===== src/rtl/data_mem_ctrl.sv =====
// -----------------------------------------------------------------------------
// data_mem_ctrl
// Word-organised data memory with RISC-V style byte/halfword/word loads and
// stores. Requests are accepted through a valid/ready handshake. Each accepted
// request produces one response, held in a single-entry response register that
// supports one request per cycle when the consumer keeps up.
//
// Ports
//   clk         rising-edge clock
//   rst_n       asynchronous active-low reset (memory contents are kept)
//   req_valid   request present
//   req_ready   request can be accepted this cycle
//   req_we      1 = store, 0 = load
//   req_funct3  RISC-V size/sign code
//   req_addr    byte address, little-endian
//   req_wdata   store data, right-aligned
//   resp_valid  response pending
//   resp_ready  consumer accepts the response
//   resp_rdata  extended load data; 0 for stores and errors
//   resp_err    misaligned, out-of-range or illegal-funct3 request
//   err_cnt     saturating count of error responses
// -----------------------------------------------------------------------------
module data_mem_ctrl #(
    parameter int DEPTH  = 16,
    parameter int ADDR_W = 32
) (
    input  logic              clk,
    input  logic              rst_n,
    input  logic              req_valid,
    output logic              req_ready,
    input  logic              req_we,
    input  logic [2:0]        req_funct3,
    input  logic [ADDR_W-1:0] req_addr,
    input  logic [31:0]       req_wdata,
    output logic              resp_valid,
    input  logic              resp_ready,
    output logic [31:0]       resp_rdata,
    output logic              resp_err,
    output logic [7:0]        err_cnt
);

    localparam int IDX_W = $clog2(DEPTH);

    if ((DEPTH < 4) || ((1 << IDX_W) != DEPTH)) begin : g_bad_depth
        $error("data_mem_ctrl: DEPTH must be a power of 2 and at least 4");
    end
    if (ADDR_W < IDX_W + 2) begin : g_bad_addr_w
        $error("data_mem_ctrl: ADDR_W too small for DEPTH");
    end

    typedef enum logic {
        S_EMPTY,
        S_FULL
    } state_t;

    state_t      r_state;
    state_t      w_state_nxt;

    // Blocks acceptance until the first clock edge after reset release.
    logic        r_active;

    logic [31:0] r_mem [DEPTH];
    logic [31:0] r_rdata;
    logic        r_err;
    logic [7:0]  r_err_cnt;

    logic             w_accept;
    logic             w_oor;
    logic             w_misalign;
    logic             w_illegal;
    logic             w_err;
    logic [IDX_W-1:0] w_idx;
    logic [1:0]       w_off;
    logic [31:0]      w_word;
    logic [7:0]       w_byte;
    logic [15:0]      w_half;
    logic [31:0]      w_load;
    logic [31:0]      w_resp_data;
    logic [31:0]      w_wdata_rep;
    logic [3:0]       w_be;

    assign w_idx  = req_addr[IDX_W+1:2];
    assign w_off  = req_addr[1:0];
    assign w_word = r_mem[w_idx];

    // Any address bit above the memory span means out of range.
    if (ADDR_W > IDX_W + 2) begin : g_hi_bits
        assign w_oor = |req_addr[ADDR_W-1:IDX_W+2];
    end else begin : g_no_hi_bits
        assign w_oor = 1'b0;
    end

    // Request legality and alignment
    always_comb begin
        w_illegal  = 1'b0;
        w_misalign = 1'b0;
        if (req_we) begin
            case (req_funct3)
                3'b000:  w_misalign = 1'b0;
                3'b001:  w_misalign = w_off[0];
                3'b010:  w_misalign = |w_off;
                default: w_illegal  = 1'b1;
            endcase
        end else begin
            case (req_funct3)
                3'b000, 3'b100: w_misalign = 1'b0;
                3'b001, 3'b101: w_misalign = w_off[0];
                3'b010:         w_misalign = |w_off;
                default:        w_illegal  = 1'b1;
            endcase
        end
    end

    assign w_err = w_illegal | w_misalign | w_oor;

    // Load lane selection and extension
    always_comb begin
        case (w_off)
            2'd0:    w_byte = w_word[7:0];
            2'd1:    w_byte = w_word[15:8];
            2'd2:    w_byte = w_word[23:16];
            default: w_byte = w_word[31:24];
        endcase
        w_half = w_off[1] ? w_word[31:16] : w_word[15:0];
        case (req_funct3)
            3'b000:  w_load = {{24{w_byte[7]}}, w_byte};
            3'b001:  w_load = {{16{w_half[15]}}, w_half};
            3'b010:  w_load = w_word;
            3'b100:  w_load = {24'd0, w_byte};
            3'b101:  w_load = {16'd0, w_half};
            default: w_load = '0;
        endcase
        w_resp_data = (req_we || w_err) ? '0 : w_load;
    end

    // Store lane enables; data is replicated so every lane sees its bytes.
    always_comb begin
        case (req_funct3[1:0])
            2'b00: begin
                w_wdata_rep = {4{req_wdata[7:0]}};
                w_be        = 4'b0001 << w_off;
            end
            2'b01: begin
                w_wdata_rep = {2{req_wdata[15:0]}};
                w_be        = w_off[1] ? 4'b1100 : 4'b0011;
            end
            default: begin
                w_wdata_rep = req_wdata;
                w_be        = 4'b1111;
            end
        endcase
    end

    // Response FSM: next state and handshake outputs
    always_comb begin
        w_state_nxt = r_state;
        resp_valid  = (r_state == S_FULL);
        req_ready   = (r_state == S_EMPTY) || resp_ready;
        w_accept    = req_valid && req_ready && r_active;
        case (r_state)
            S_EMPTY: if (w_accept) w_state_nxt = S_FULL;
            S_FULL:  if (!w_accept && resp_ready) w_state_nxt = S_EMPTY;
            default: w_state_nxt = S_EMPTY;
        endcase
    end

    always_ff @(posedge clk or negedge rst_n) begin
        if (!rst_n) begin
            r_state   <= S_EMPTY;
            r_active  <= 1'b0;
            r_rdata   <= '0;
            r_err     <= 1'b0;
            r_err_cnt <= '0;
        end else begin
            r_state  <= w_state_nxt;
            r_active <= 1'b1;
            if (w_accept) begin
                r_rdata <= w_resp_data;
                r_err   <= w_err;
                if (w_err && (r_err_cnt != 8'hFF)) begin
                    r_err_cnt <= r_err_cnt + 8'd1;
                end
            end
        end
    end

    // Memory array: not reset, written on the accept edge.
    always_ff @(posedge clk) begin
        if (w_accept && req_we && !w_err) begin
            for (int unsigned i = 0; i < 4; i++) begin
                if (w_be[i]) begin
                    r_mem[w_idx][8*i +: 8] <= w_wdata_rep[8*i +: 8];
                end
            end
        end
    end

    assign resp_rdata = r_rdata;
    assign resp_err   = r_err;
    assign err_cnt    = r_err_cnt;

endmodule


===== config.mk =====
export PLATFORM = sky130hd
export DESIGN_NAME = data_mem_ctrl
export DESIGN_NICKNAME = d
export VERILOG_FILES = /design/src/rtl/data_mem_ctrl.sv
export SDC_FILE = /design/constraint.sdc
export NUM_CORES = 1
export LEC_CHECK = 0
export CAP_MARGIN = 20
export CORE_MARGIN = 3
export CORE_UTILIZATION = 57
export DETAILED_ROUTE_END_ITERATION = 8
export DONT_BUFFER_PORTS = 1
export PLACE_DENSITY = 0.75
export SYNTH_ARGS = -nofsm -noshare
export SYNTH_HDL_FRONTEND = slang
export SYNTH_SLANG_ARGS = --single-unit

===== constraint.sdc =====
create_clock -name clk -period 2.55 [get_ports clk]
set_input_delay 0.3825 -clock clk [delete_from_list [all_inputs] [get_ports clk]]
set_output_delay 0.3825 -clock clk [all_outputs]
set_load 0.03 [all_outputs]

==> impl_metrics.yaml <==
setup_path:
  startpoint_type: "register"
  crit_start: "r_mem[3][15]"
  worstPathCellList: "mux4_2, mux2i_1, a21oi_1, a211o_1, and3_1, buf_4, a21o_1"
  end_kind: "register"
  critPathSlowestCell: "mux4_2"
  r2r-start: "r_mem[3][15]"
  path_class: "register to register"
  slowest_delay_ns: 0.49
  worst-path-max-fanout: 10
  critical_path_required_ns: 3.03
  critical_path_arrival_ns: 2.84
cts:
  post_cts_buffers: 0
  htreeDepth: 2
  clkLatencyLatePin_ns: 0.59
  cts_tree: "built"
  clock_sinks: 555
  cts_resized: 0
  clkSlewWorstSetupHoldPaths_ns: 0.06
  postCtsHoldBufs: 11
  numCtsBuffers: 53
  cts_root_buffer: "clkbuf_16"
  clockBufferDepth: 3
finish:
  multi_input_area_um2: 6320
  seqCellArea_um2: 16500
  nNetsFinal: 1390
  final_area_um2: 26600
  nFillCells: 2557
  final_util: 0.664
  area_growth_pct: 14.3
  finalNonFillerCells: 1885
  drive_gt1_frac: 0.259
sta:
  hold_viol_final: 0
  timing.final.ws_setup_ns: 0.188
  whs_ns: 0.0716
  max_slew_margin: 0.313
  fin_crit_ns: 2.36
  clock_skew_ns: 0.0127
  drv_slew: 0
  finalSetupViolations: 0
  period_share: 0.926
  rsz0062_at_grt: "false"
  worst_pin_slew_ns: 1.03
  fmax_mhz: 423
synth:
  syn_nets: 1297
  synth_area_per_cell_um2: 19.0
  yosysWarnings: 0
  synth_cell_types: 64
  synth-main-ff-cell: "edfxtp_1"
  synthArstFlopShare: 0.0775
  synth_edf_count: 512
  netlist_instances: 1224
  netlist_area_um2: 23200
  ys_seq_area_frac: 0.708
  yosys_register_bits: 555
placement:
  place_hpwl_um: 35000
  gp_congestion: 0.874
  io_buffers: 0
  detailedPlace.worstSlack_ns: 0.0357
  dp.cells: 1776
  place_area_um2: 24800
power_and_ir_drop:
  leakage_nw: 8.85
  ir_drop_uv: 615
  powerDensity_nw_per_um2: 706
drt:
  drt_iter0_drc: 1365
  wl_met1_um: 21200
  routed-wl-met3_um: 5910
  viasPerCell: 6.55
  drc: 0
  routed_wl_um: 54500
  drtAntennaViolNets: 0
  vias: 12300
  met2WireLength_um: 25500
  firstDrtPassIters: 5
  wire_per_inst_um: 28.9
  highest_layer: "met5"
floorplanning:
  core-area_um2: 40000
  die_area_um2: 43200
  initial_core_util: 0.581
  ioPinCount: 115
  die_width_um: 208
  fp.dieH_um: 208
  placementRows: 73
worst_hold_path:
  hp-start: "req_addr[1]"
  hold_path_class: "primary input to register"
grt:
  overflow: 0
  grt_usage: 0.253
  grt_max_degree: 133
  grt_pass1_vias: 12400
  antenna_found_initial: 4
  grt_pass1_wl_um: 80600
run:
  cap_viol_max_count: 0
outcome:
  status: "complete, no violations"
[where the power goes]
group / switching [mW] / internal, mW / total, mW
registers: 0.0877 / 10.0 / 10.1
logic: 0.605 / 0.445 / 1.05
clock network: 3.16 / 4.41 / 7.57
[cell families (layout without fill, tap and decap cells)]
| family | Yosys count | in the layout | share of synthesized area |
|---|---|---|---|
| AO/OA/AOI/OAI | 138 | 138 | 0.0417 |
| XOR/XNOR | 7 | 7 | 0.00264 |
| adder cells (fa/ha/maj) | 1 | 1 | 0.000538 |
| buffers and inverters | 80 | 213 | 0.0247 |
| flip-flops | 555 | 555 | 0.708 |
| multiplexers | 231 | 231 | 0.178 |
| other | 1 | 4 | 0.000161 |
| AND/OR/NAND/NOR | 211 | 211 | 0.0446 |
[critical path, delay by kind of cell (launching register included)]
family / cells / cell delay [ns]
multiplexers: 2 / 0.78
AO/OA/AOI/OAI: 3 / 0.68
flip-flops: 1 / 0.37
AND/OR/NAND/NOR: 1 / 0.22
buffers and inverters: 1 / 0.20
[cells in the mapped netlist, drive strengths merged, types with 16 or more instances]
cell type	number	area share
buf	55	0.019
nand3	16	0.0034
mux4	130	0.13
clkbuf	19	0.0041
nand2	51	0.0082
mux2	36	0.017
edfxtp	512	0.66
dfrtp	43	0.046
mux2i	65	0.028
o22ai	21	0.0057
a22oi	25	0.0081
nor2	76	0.012
o21ai	31	0.0067
[through the flow]
stage / setup TNS (ns) / power (mW)
after detailed placement: 0 / 11.3
after global routing: 0 / 19.3
after global placement: 0 / 11.3
final: 0 / 18.7
after floorplan: -10.79 / 11.1
after CTS: 0 / 18.9
[flip-flops by register name, indices dropped and copies added, names as in the netlist]
name,flops
r_mem,512
resp_rdata,32
err_cnt,8
r_active,1
resp_err,1
resp_valid,1
[final cells by class]
cell class / count / share of cell area
sequential: 555 / 0.620
tap: 525 / 0.0247
clock buffer: 76 / 0.0556
clock inverter: 19 / 0.00726
inverter: 5 / 0.000707
timing repair buffer: 113 / 0.0539
antenna: 3 / 0.000283
multi-input combinational: 589 / 0.238
[per-layer routing]
layer,GRT usage,up-vias
met5,0.00890,-
met4,0.0786,6
met3,0.0795,112
met2,0.391,677
met1,0.350,6285
li1,-,5263
[path summary, 6_finish.rpt]
path	to	slack [ns]	cells past startpoint
worst max-delay path	resp_rdata[12]	0.19	7
worst min-delay path	resp_rdata[6]	0.07	2
worst max register to register	resp_rdata[12]	0.19	7
worst min register to register	resp_valid	0.52	2
max in group asynchronous	resp_rdata[30]	1.94	2
min in group asynchronous	resp_rdata[5]	0.37	2
[layout by cell type, fill, tap and decap left out, types with 25 or more instances in the layout]
cell       instances
nor2_1            36
edfxtp_1         512
buf_4             59
mux4_2            91
nor2_2            40
nand2_1           51
buf_12            43
a22oi_1           25
dfrtp_1           43
mux2i_1           65
mux2_2            36
clkbuf_16         55
mux4_1            39
(Power assumes the default switching activity.)
